==> src/rtl/seg7_display_ctrl.sv <==
// ---------------------------------------------------------------------------
// seg7_display_ctrl
//
// Display stage for the ALU result bus. A 16-bit unsigned value is converted
// to five BCD digits by a sequential shift-add-3 (double-dabble) engine. The
// lower four digits drive a time-multiplexed 4-digit seven-segment display.
// The ten-thousands digit (0..6) is shown on four discrete LEDs.
//
// Parameters:
//   SCAN_DIV      clock cycles each digit stays enabled (must be >= 2)
//
// Ports:
//   Clk           in   1   single clock, everything is posedge
//   RESET         in   1   synchronous, active-high reset
//   Binary        in  16   value to display (ALU result)
//   SevenSegment  out  7   active-low segments {g,f,e,d,c,b,a}, registered
//   Enable        out  4   active-low digit anodes, one-hot-low, bit0 = ones
//   LEDs          out  4   BCD ten-thousands digit of last finished conversion
//
// Optional feature macro:
//   SEG7_LEADING_ZERO_BLANK_EN  when defined, leading zero digits 3..1 are
//                               blanked (LEDs counts as the highest digit).
// ---------------------------------------------------------------------------
module seg7_display_ctrl #(
  parameter int SCAN_DIV = 50000
) (
  input  logic        Clk,
  input  logic        RESET,
  input  logic [15:0] Binary,
  output logic [6:0]  SevenSegment,
  output logic [3:0]  Enable,
  output logic [3:0]  LEDs
);

  localparam int CNT_W = (SCAN_DIV > 2) ? $clog2(SCAN_DIV) : 1;
  localparam logic [CNT_W-1:0] SCAN_LAST = CNT_W'(SCAN_DIV - 1);

  typedef enum logic [1:0] {
    IDLE  = 2'd0,
    SHIFT = 2'd1,
    DONE  = 2'd2
  } state_t;

  // Conversion engine state
  state_t      state_q,   state_d;
  logic [15:0] lastVal_q, lastVal_d;
  logic [35:0] shreg_q,   shreg_d;
  logic [4:0]  bitCnt_q,  bitCnt_d;

  // Display registers, only written when a conversion completes
  logic [3:0]  dig0_q, dig0_d;
  logic [3:0]  dig1_q, dig1_d;
  logic [3:0]  dig2_q, dig2_d;
  logic [3:0]  dig3_q, dig3_d;
  logic [3:0]  leds_q, leds_d;

  // Scan timing
  logic [CNT_W-1:0] scanCnt_q, scanCnt_d;
  logic [1:0]       idx_q,     idx_d;

  // Registered output stage
  logic [3:0] enable_q, enable_d;
  logic [6:0] seg_q,    seg_d;

  // Shift register after the add-3 correction of every BCD nibble
  logic [35:0] adjusted;

  // Active-low seven-segment decode; anything outside 0..9 is dark.
  function automatic logic [6:0] decode(input logic [3:0] d);
    logic [6:0] s;
    case (d)
      4'd0:    s = 7'b1000000;
      4'd1:    s = 7'b1111001;
      4'd2:    s = 7'b0100100;
      4'd3:    s = 7'b0110000;
      4'd4:    s = 7'b0011001;
      4'd5:    s = 7'b0010010;
      4'd6:    s = 7'b0000010;
      4'd7:    s = 7'b1111000;
      4'd8:    s = 7'b0000000;
      4'd9:    s = 7'b0010000;
      default: s = 7'b1111111;
    endcase
    return s;
  endfunction

  // Double-dabble correction: any BCD nibble of 5 or more gets 3 added so
  // that the following left shift carries correctly into the next decade.
  // The binary part in the low 16 bits is passed through untouched.
  always_comb begin
    adjusted = shreg_q;
    for (int i = 0; i < 5; i++) begin
      if (shreg_q[16 + 4*i +: 4] >= 4'd5) begin
        adjusted[16 + 4*i +: 4] = shreg_q[16 + 4*i +: 4] + 4'd3;
      end
    end
  end

  // Conversion FSM next-state logic. IDLE watches for a new input value,
  // SHIFT runs exactly 16 correct-and-shift steps, DONE publishes the five
  // digits at once so a half-converted value is never visible. Input changes
  // during SHIFT/DONE are simply picked up by the next IDLE cycle.
  always_comb begin
    state_d   = state_q;
    lastVal_d = lastVal_q;
    shreg_d   = shreg_q;
    bitCnt_d  = bitCnt_q;
    dig0_d    = dig0_q;
    dig1_d    = dig1_q;
    dig2_d    = dig2_q;
    dig3_d    = dig3_q;
    leds_d    = leds_q;

    case (state_q)
      IDLE: begin
        if (Binary != lastVal_q) begin
          lastVal_d = Binary;
          shreg_d   = {20'd0, Binary};
          bitCnt_d  = 5'd0;
          state_d   = SHIFT;
        end
      end

      SHIFT: begin
        shreg_d  = adjusted << 1;
        bitCnt_d = bitCnt_q + 5'd1;
        if (bitCnt_q == 5'd15) begin
          state_d = DONE;
        end
      end

      DONE: begin
        dig0_d  = shreg_q[19:16];
        dig1_d  = shreg_q[23:20];
        dig2_d  = shreg_q[27:24];
        dig3_d  = shreg_q[31:28];
        leds_d  = shreg_q[35:32];
        state_d = IDLE;
      end

      default: begin
        state_d = IDLE;
      end
    endcase
  end

  // Conversion state and display registers. Reset abandons any conversion
  // in flight and clears the remembered value, so a nonzero input present
  // at release is converted again from scratch.
  always_ff @(posedge Clk) begin
    if (RESET) begin
      state_q   <= IDLE;
      lastVal_q <= '0;
      shreg_q   <= '0;
      bitCnt_q  <= '0;
      dig0_q    <= '0;
      dig1_q    <= '0;
      dig2_q    <= '0;
      dig3_q    <= '0;
      leds_q    <= '0;
    end else begin
      state_q   <= state_d;
      lastVal_q <= lastVal_d;
      shreg_q   <= shreg_d;
      bitCnt_q  <= bitCnt_d;
      dig0_q    <= dig0_d;
      dig1_q    <= dig1_d;
      dig2_q    <= dig2_d;
      dig3_q    <= dig3_d;
      leds_q    <= leds_d;
    end
  end

  // Scan divider: each digit is enabled for SCAN_DIV cycles, then the digit
  // index advances 0 -> 1 -> 2 -> 3 -> 0 (2-bit wrap does the last step).
  always_comb begin
    scanCnt_d = scanCnt_q + 1'b1;
    idx_d     = idx_q;
    if (scanCnt_q == SCAN_LAST) begin
      scanCnt_d = '0;
      idx_d     = idx_q + 2'd1;
    end
  end

  always_ff @(posedge Clk) begin
    if (RESET) begin
      scanCnt_q <= '0;
      idx_q     <= '0;
    end else begin
      scanCnt_q <= scanCnt_d;
      idx_q     <= idx_d;
    end
  end

  // Output stage: select the digit addressed by the current scan index and
  // decode it. Enable and SevenSegment are computed from the same idx_q so
  // they always move together, one cycle behind idx and the digit registers.
  always_comb begin
    logic [3:0] selDig;
    logic       blank;

    selDig = dig0_q;
    blank  = 1'b0;

    case (idx_q)
      2'd0:    selDig = dig0_q;
      2'd1:    selDig = dig1_q;
      2'd2:    selDig = dig2_q;
      default: selDig = dig3_q;
    endcase

`ifdef SEG7_LEADING_ZERO_BLANK_EN
    // A digit is dark when it and every more significant digit (LEDs
    // included) are zero. The ones digit always shows so 0 reads as "0".
    begin
      logic blank3, blank2, blank1;
      blank3 = (leds_q == 4'd0) && (dig3_q == 4'd0);
      blank2 = blank3 && (dig2_q == 4'd0);
      blank1 = blank2 && (dig1_q == 4'd0);
      case (idx_q)
        2'd1:    blank = blank1;
        2'd2:    blank = blank2;
        2'd3:    blank = blank3;
        default: blank = 1'b0;
      endcase
    end
`else
    blank = 1'b0;
`endif

    enable_d = ~(4'b0001 << idx_q);
    seg_d    = blank ? 7'b1111111 : decode(selDig);
  end

  always_ff @(posedge Clk) begin
    if (RESET) begin
      enable_q <= 4'b1110;
      seg_q    <= 7'b1000000;
    end else begin
      enable_q <= enable_d;
      seg_q    <= seg_d;
    end
  end

  assign SevenSegment = seg_q;
  assign Enable       = enable_q;
  assign LEDs         = leds_q;

endmodule

==> config.mk <==
export PLATFORM = sky130hd
export DESIGN_NAME = seg7_display_ctrl
export DESIGN_NICKNAME = d
export VERILOG_FILES = /design/src/rtl/seg7_display_ctrl.sv
export SDC_FILE = /design/constraint.sdc
export NUM_CORES = 1
export LEC_CHECK = 0
export BUFFER_PORTS_ARGS = -buffer_cell sky130_fd_sc_hd__buf_2
export CORE_UTILIZATION = 38
export DETAILED_ROUTE_END_ITERATION = 8
export PLACE_DENSITY = 0.66
export RECOVER_POWER = 100
export SYNTH_ARGS = -nofsm -noshare
export SYNTH_HDL_FRONTEND = slang
export SYNTH_SLANG_ARGS = --single-unit
==> constraint.sdc <==
create_clock -name Clk -period 2.8 [get_ports Clk]
set_clock_uncertainty 0.15 [all_clocks]
set_input_delay 0.42 -clock Clk [delete_from_list [all_inputs] [get_ports Clk]]
set_output_delay 0.42 -clock Clk [all_outputs]
set_load 0.03 [all_outputs]
**After elaboration in Yosys (flattened, before gate mapping)**

Memory sizes are Yosys's and may differ from the RTL's. A register that Yosys moved wholly into a read port is not among the register bits.
Index checks and enable logic that the tools add are counted.
W data, S select, Z words.

- Flip-flop bits (word level): 101
- Input port bits: 18
- Memory bits (read-only): 112
- Logic and storage cells: 57
- Memories kept: 1
- Output and inout port bits: 15

- Shift-type cells: 1
- Order comparisons: 5
- Reductions and logical operators: 7
- Mux-type cells: 13
- Bitwise operators: 1
- Equality and inequality tests: 9
- Add/subtract/negate cells: 8

Memory list:

| memory | depth | bits a word | rd ports | clocked after memory_dff | wr ports | line | source |
|---|---|---|---|---|---|---|---|
| (no name shown) | 16 | 7 | 1 | 1 | 0 | 71 | `case (d)` |

Operators by type and width:

| kind | number |
|---|---|
| $pmux W36 S2 | 1 |
| $mux W36 | 1 |
| $ge A4 B3 Y1 const B | 5 |
| $add A16 B1 Y16 const B | 1 |
| $add A4 B2 Y4 const B | 4 |
| $eq A16 B16 Y1 const B | 1 |
| $mux W4 | 4 |
| $ne A16 B16 Y1 | 1 |
| $pmux W4 S3 | 1 |
| $pmux W5 S2 | 1 |
| $reduce_and A2 Y1 | 3 |
| $add A5 B1 Y5 const B | 1 |
| $eq A5 B4 Y1 const B | 1 |
| $mux W5 | 1 |
| $eq A2 B1 Y1 const B | 2 |
| $eq A2 B2 Y1 const B | 2 |
| $logic_not A2 Y1 | 2 |
| $mux W2 | 2 |
| $ne A2 B2 Y1 const B | 2 |
| $not A4 Y4 | 1 |
| $pmux W2 S2 | 1 |
| $shl A1 B2 Y4 const A | 1 |
| $add A3 B2 Y3 const B | 1 |
| $mux W3 | 1 |
| other kinds (3) | 3 |

**Longest topological paths before layout**

- Depth after elaboration: 3
- Depth in mapped cells: 8
- Mapped depth without buffers: 8

**Worst setup path before layout**

Ideal clock, no wire load.

- Path kind: register -> register
- From: reg idx_q[0]
- To: reg seg_q[3] (netlist: SevenSegment[3])
- Library setup time: 0.132 ns
- Data arrival time: 1.713 ns
- Buffers on the path: 0
- Cell stages (with the launch flop): 8
- Clock period less this slack: 1.996 ns
- Slack: 0.804 ns
- Path through: dfxtp_1 > inv_1 > ha_1 > a222oi_1 > mux2i_1 > ha_1 > o21ai_0 > a21oi_1

- Cells in the longest elaborated chain, start to end: 2
- Elaborated cells between the ends (all ways): 4

Ends and longest elaborated chain:

| what | line | source |
|---|---|---|
| from (decl) | 59 | `logic [1:0] idx_q, idx_d;` |
| from (signal assigned) | 191 | `idx_q <= idx_d;` |
| $eq A2 B2 Y1, or another cell as far along | 205 | `case (idx_q)` |
| $pmux W4 S3 * | 205 |  |
| to (decl) | 63 | `logic [6:0] seg_q, seg_d;` |

Mark *: on every way between the ends. The rest lies on a longest branch, timed or not.
A chain may end at the register's enable or synchronous reset.

**Worst setup path after layout**

- From: reg lastVal_q[7]
- To: reg shreg_q[30]

- Cells in the longest elaborated chain, start to end: 3

Ends and longest elaborated chain:

| what | line | source |
|---|---|---|
| from (decl) | 46 | `logic [15:0] lastVal_q, lastVal_d;` |
| from (signal assigned) | 163 | `lastVal_q <= lastVal_d;` |
| $ne A16 B16 Y1 | 116 | `if (Binary != lastVal_q) begin` |
| $ne A2 B2 Y1 (no source line) | - |  |
| $reduce_and A2 Y1 (no source line) | - |  |
| to (signal assigned) | 164 | `shreg_q <= shreg_d;` |
| to (decl) | 47 | `logic [35:0] shreg_q, shreg_d;` |

No other way between the ends.

==> metrics.txt <==
CP bufs+invs 0; vias in the first global route 4093; drt total wl 11310 um; # fillers 1346; library cells used by synthesis 45; Placer Congestion 0.7931; CTS Hold Buffers Added 0; CTS clock-pin slew for the worst setup and hold paths 70 ps; Synth Register Bits 108; CTS tree done; RSZ-0062 raised after global routing no; Avg WL per Cell 13.57 um; Slew Viols, Final 0; vias per cell 5.166; Vert. Die Dim 118.9 um; CP Data Arrival Time 2520 ps; ranking of synthesized cells by area dfxtp_1 42%, a21oi_1 7.3%, ha_1 5.1%; dpl hpwl 7795 um; core area 13300 um^2; Total Routing Usage GR 16.81%; Post-synth ARST share 0%; layout cells sized above 1 9.285%; Starting Density 39.03%; later-pin clock latency in the skew report 350 ps; Peak VDD IR 0.0003297 V; post-route ant nets 0; reg2reg end shreg_q[30]; DRC 0; Setup TNS Final 0 ps; Critical Path Source lastVal_q[7]; CTS max path bufs 2; max cap viols 1; # diodes 0; critical path's top delay family compound AO/OA/AOI/OAI gates; multi-input logic area 2709 um^2; FP Rows 42; crit end category register; delay of the slowest critical-path stage 730 ps; Final min period 2364 ps; final worst path period share 84.43%; Worst R2R Setup Slack 440 ps; Post-synth EDFFs 0; CTS root buf clkbuf_16; Post-Syn Area per Cell 8.184 um^2; mapped cell area 5189 um^2; R2R Path Start lastVal_q[7]; number of synthesis warnings 0; status finished, violations left; Register Area 2162 um^2; DRT Pass-1 Iters 5; failing checks capacitance limit; Area Growth Syn to Fin 11.50%; worst reg2reg path depth 5; Post-CTS Resized 0; Die Wd 118.9 um; CTS Buf Count 9; H-tree Lvls 3; CP startpoint kind register; first-pass GRT wire length 19110 um; crit path max fanout 9; syn_nets 673; postcts setup bufs 0; Synth Flop Type dfxtp_1; critical path class register to register; IO Port Bufs 32; initial antenna violation count 0; Iter 0 DRT Violations 261; Synth top area share 41.67%; sequential element share of the synthesized area 41.67%; CP Capture Point shreg_q[30]; critical path depth in cells 5; worst-margin pin slew 1497 ps; setup violators final 0; final hold vios 0; cell count after synthesis 634; Final Util 43.52%; CP required 2950 ps; Tightest Hold Check Type input pin to register; largest net degree at the start of global routing 35; Nets 691; Max Fclk 423.0 MHz; via count 4303; critical path's slowest cell o31ai_2; Pleak 0.002151 uW; Synth area leader dfxtp_1; Die ar. 14130 um^2; Congestion Overflow GR 0; CP cell instances xor2_1 -> nor4_1 -> nand4_2 -> o31ai_2 -> a22o_1; WHS 193.8 ps; normalized max-slew margin 0.1800%; I/O pins 33; Pwr per Cell Area 545.8 nW/um^2; clk sinks 108
[worst reg2reg max path, delay by kind of cell, from the launching register on]
family / cells / cell delay (ps)
XOR/XNOR: 1 / 160
flip-flops: 1 / 330
AO/OA/AOI/OAI: 2 / 990
AND/OR/NAND/NOR: 2 / 680
[registers in the layout, summed over array words and instances, names as in the netlist]
name	cells
shreg_q	36
lastVal_q	16
scanCnt_q	16
SevenSegment	7
bitCnt_q	5
Enable	4
LEDs	4
dig0_q	4
dig1_q	4
dig2_q	4
dig3_q	4
idx_q	2
state_q	2
[kinds of logic after synthesis]
logic type               after synthesis  synth area share [%]
adder cells (fa/ha/maj)               21                 5.064
XOR/XNOR                              40                 6.752
buffers and inverters                 71                 5.618
AO/OA/AOI/OAI                        152                 17.43
flip-flops                           108                 41.67
multiplexers                          13                 2.725
AND/OR/NAND/NOR                      229                 20.74
[per-stage QoR]
stage / cell area (um^2) / setup WS (ps) / instances / power, uW
6_report: 5786 / 435.9 / 833 / 3158
5_1_grt: 5786 / 227.1 / 833 / 3282
4_1_cts: 5841 / 482.5 / 833 / 3195
3_5_place_dp: 5515 / 388.0 / 817 / 1819
3_3_place_gp: 5515 / 464.3 / 817 / 1811
2_1_floorplan: 5189 / 804.4 / 634 / 1756
[worst min path at each step]
stage | from | end | cells past startpoint
after floorplan | scanCnt_q[0] | scanCnt_q[0] | 1
after global placement | scanCnt_q[0] | scanCnt_q[0] | 1
after detailed placement | scanCnt_q[0] | scanCnt_q[0] | 1
after CTS | Binary[5] | lastVal_q[5] | 3
after global routing | Binary[4] | lastVal_q[4] | 3
final | Binary[8] | lastVal_q[8] | 3
[Yosys cell counts (2+ instances only)]
library cell  count
buf_4             2
a21oi_1          76
xor2_1           27
nor4_2            4
o31ai_1          12
nor3_1           46
xnor2_1          13
or3_1             2
mux2i_1           4
or2_2             2
nand4_1           3
inv_1            32
o21ai_0          33
a31oi_1           5
a22o_1            6
a222oi_1          3
nand3_1          30
ha_1             21
a211oi_1          3
nor2_1           50
a22oi_1           2
clkbuf_1         29
nand2b_1         14
buf_6             2
a21o_1            5
mux2_2            9
nand2_1          69
buf_1             4
buf_2             2
and3_1            2
dfxtp_1         108
[placed cells by master, fill, tap and decap left out, types with 3 or more instances in the layout]
master	count
mux2_2	9
inv_1	32
buf_4	10
buf_2	16
clkbuf_16	9
a21oi_1	77
nand3_1	30
a21o_1	5
nand2b_1	14
dfxtp_1	108
o31ai_1	12
xor2_1	27
nor3_1	46
nor4_2	3
nor2_1	50
nand2_1	69
a22o_1	6
mux2i_1	4
ha_1	21
a211oi_1	3
a222oi_1	3
clkbuf_1	17
xnor2_1	13
nand4_1	3
o21ai_0	33
a31oi_1	5
[power breakdown]
part | total [uW] | switching, uW | internal [uW]
clock | 1380 | 590 | 790
sequential | 1590 | 22.5 | 1570
combinational | 187 | 117 | 69.8
total | 3160 | 729 | 2430
[final cells by class]
cell class,instances,share of cell area [%]
multi-input cells,455,46.82
flip-flops and latches,108,37.37
repair buffers,46,4.304
clock buffers,9,3.893
well taps,176,3.806
inverters,32,2.076
clock inverters,7,1.730
[per-layer routing]
metal / GRT usage, % / up-vias / share of wire, %
met5: 0 / - / 0
met4: 6.171 / 0 / 1.6
met3: 5.029 / 17 / 5.9
met2: 28.55 / 109 / 48
met1: 19.96 / 1963 / 44
li1: - / 2214 / -
(Power assumes the default switching activity.)
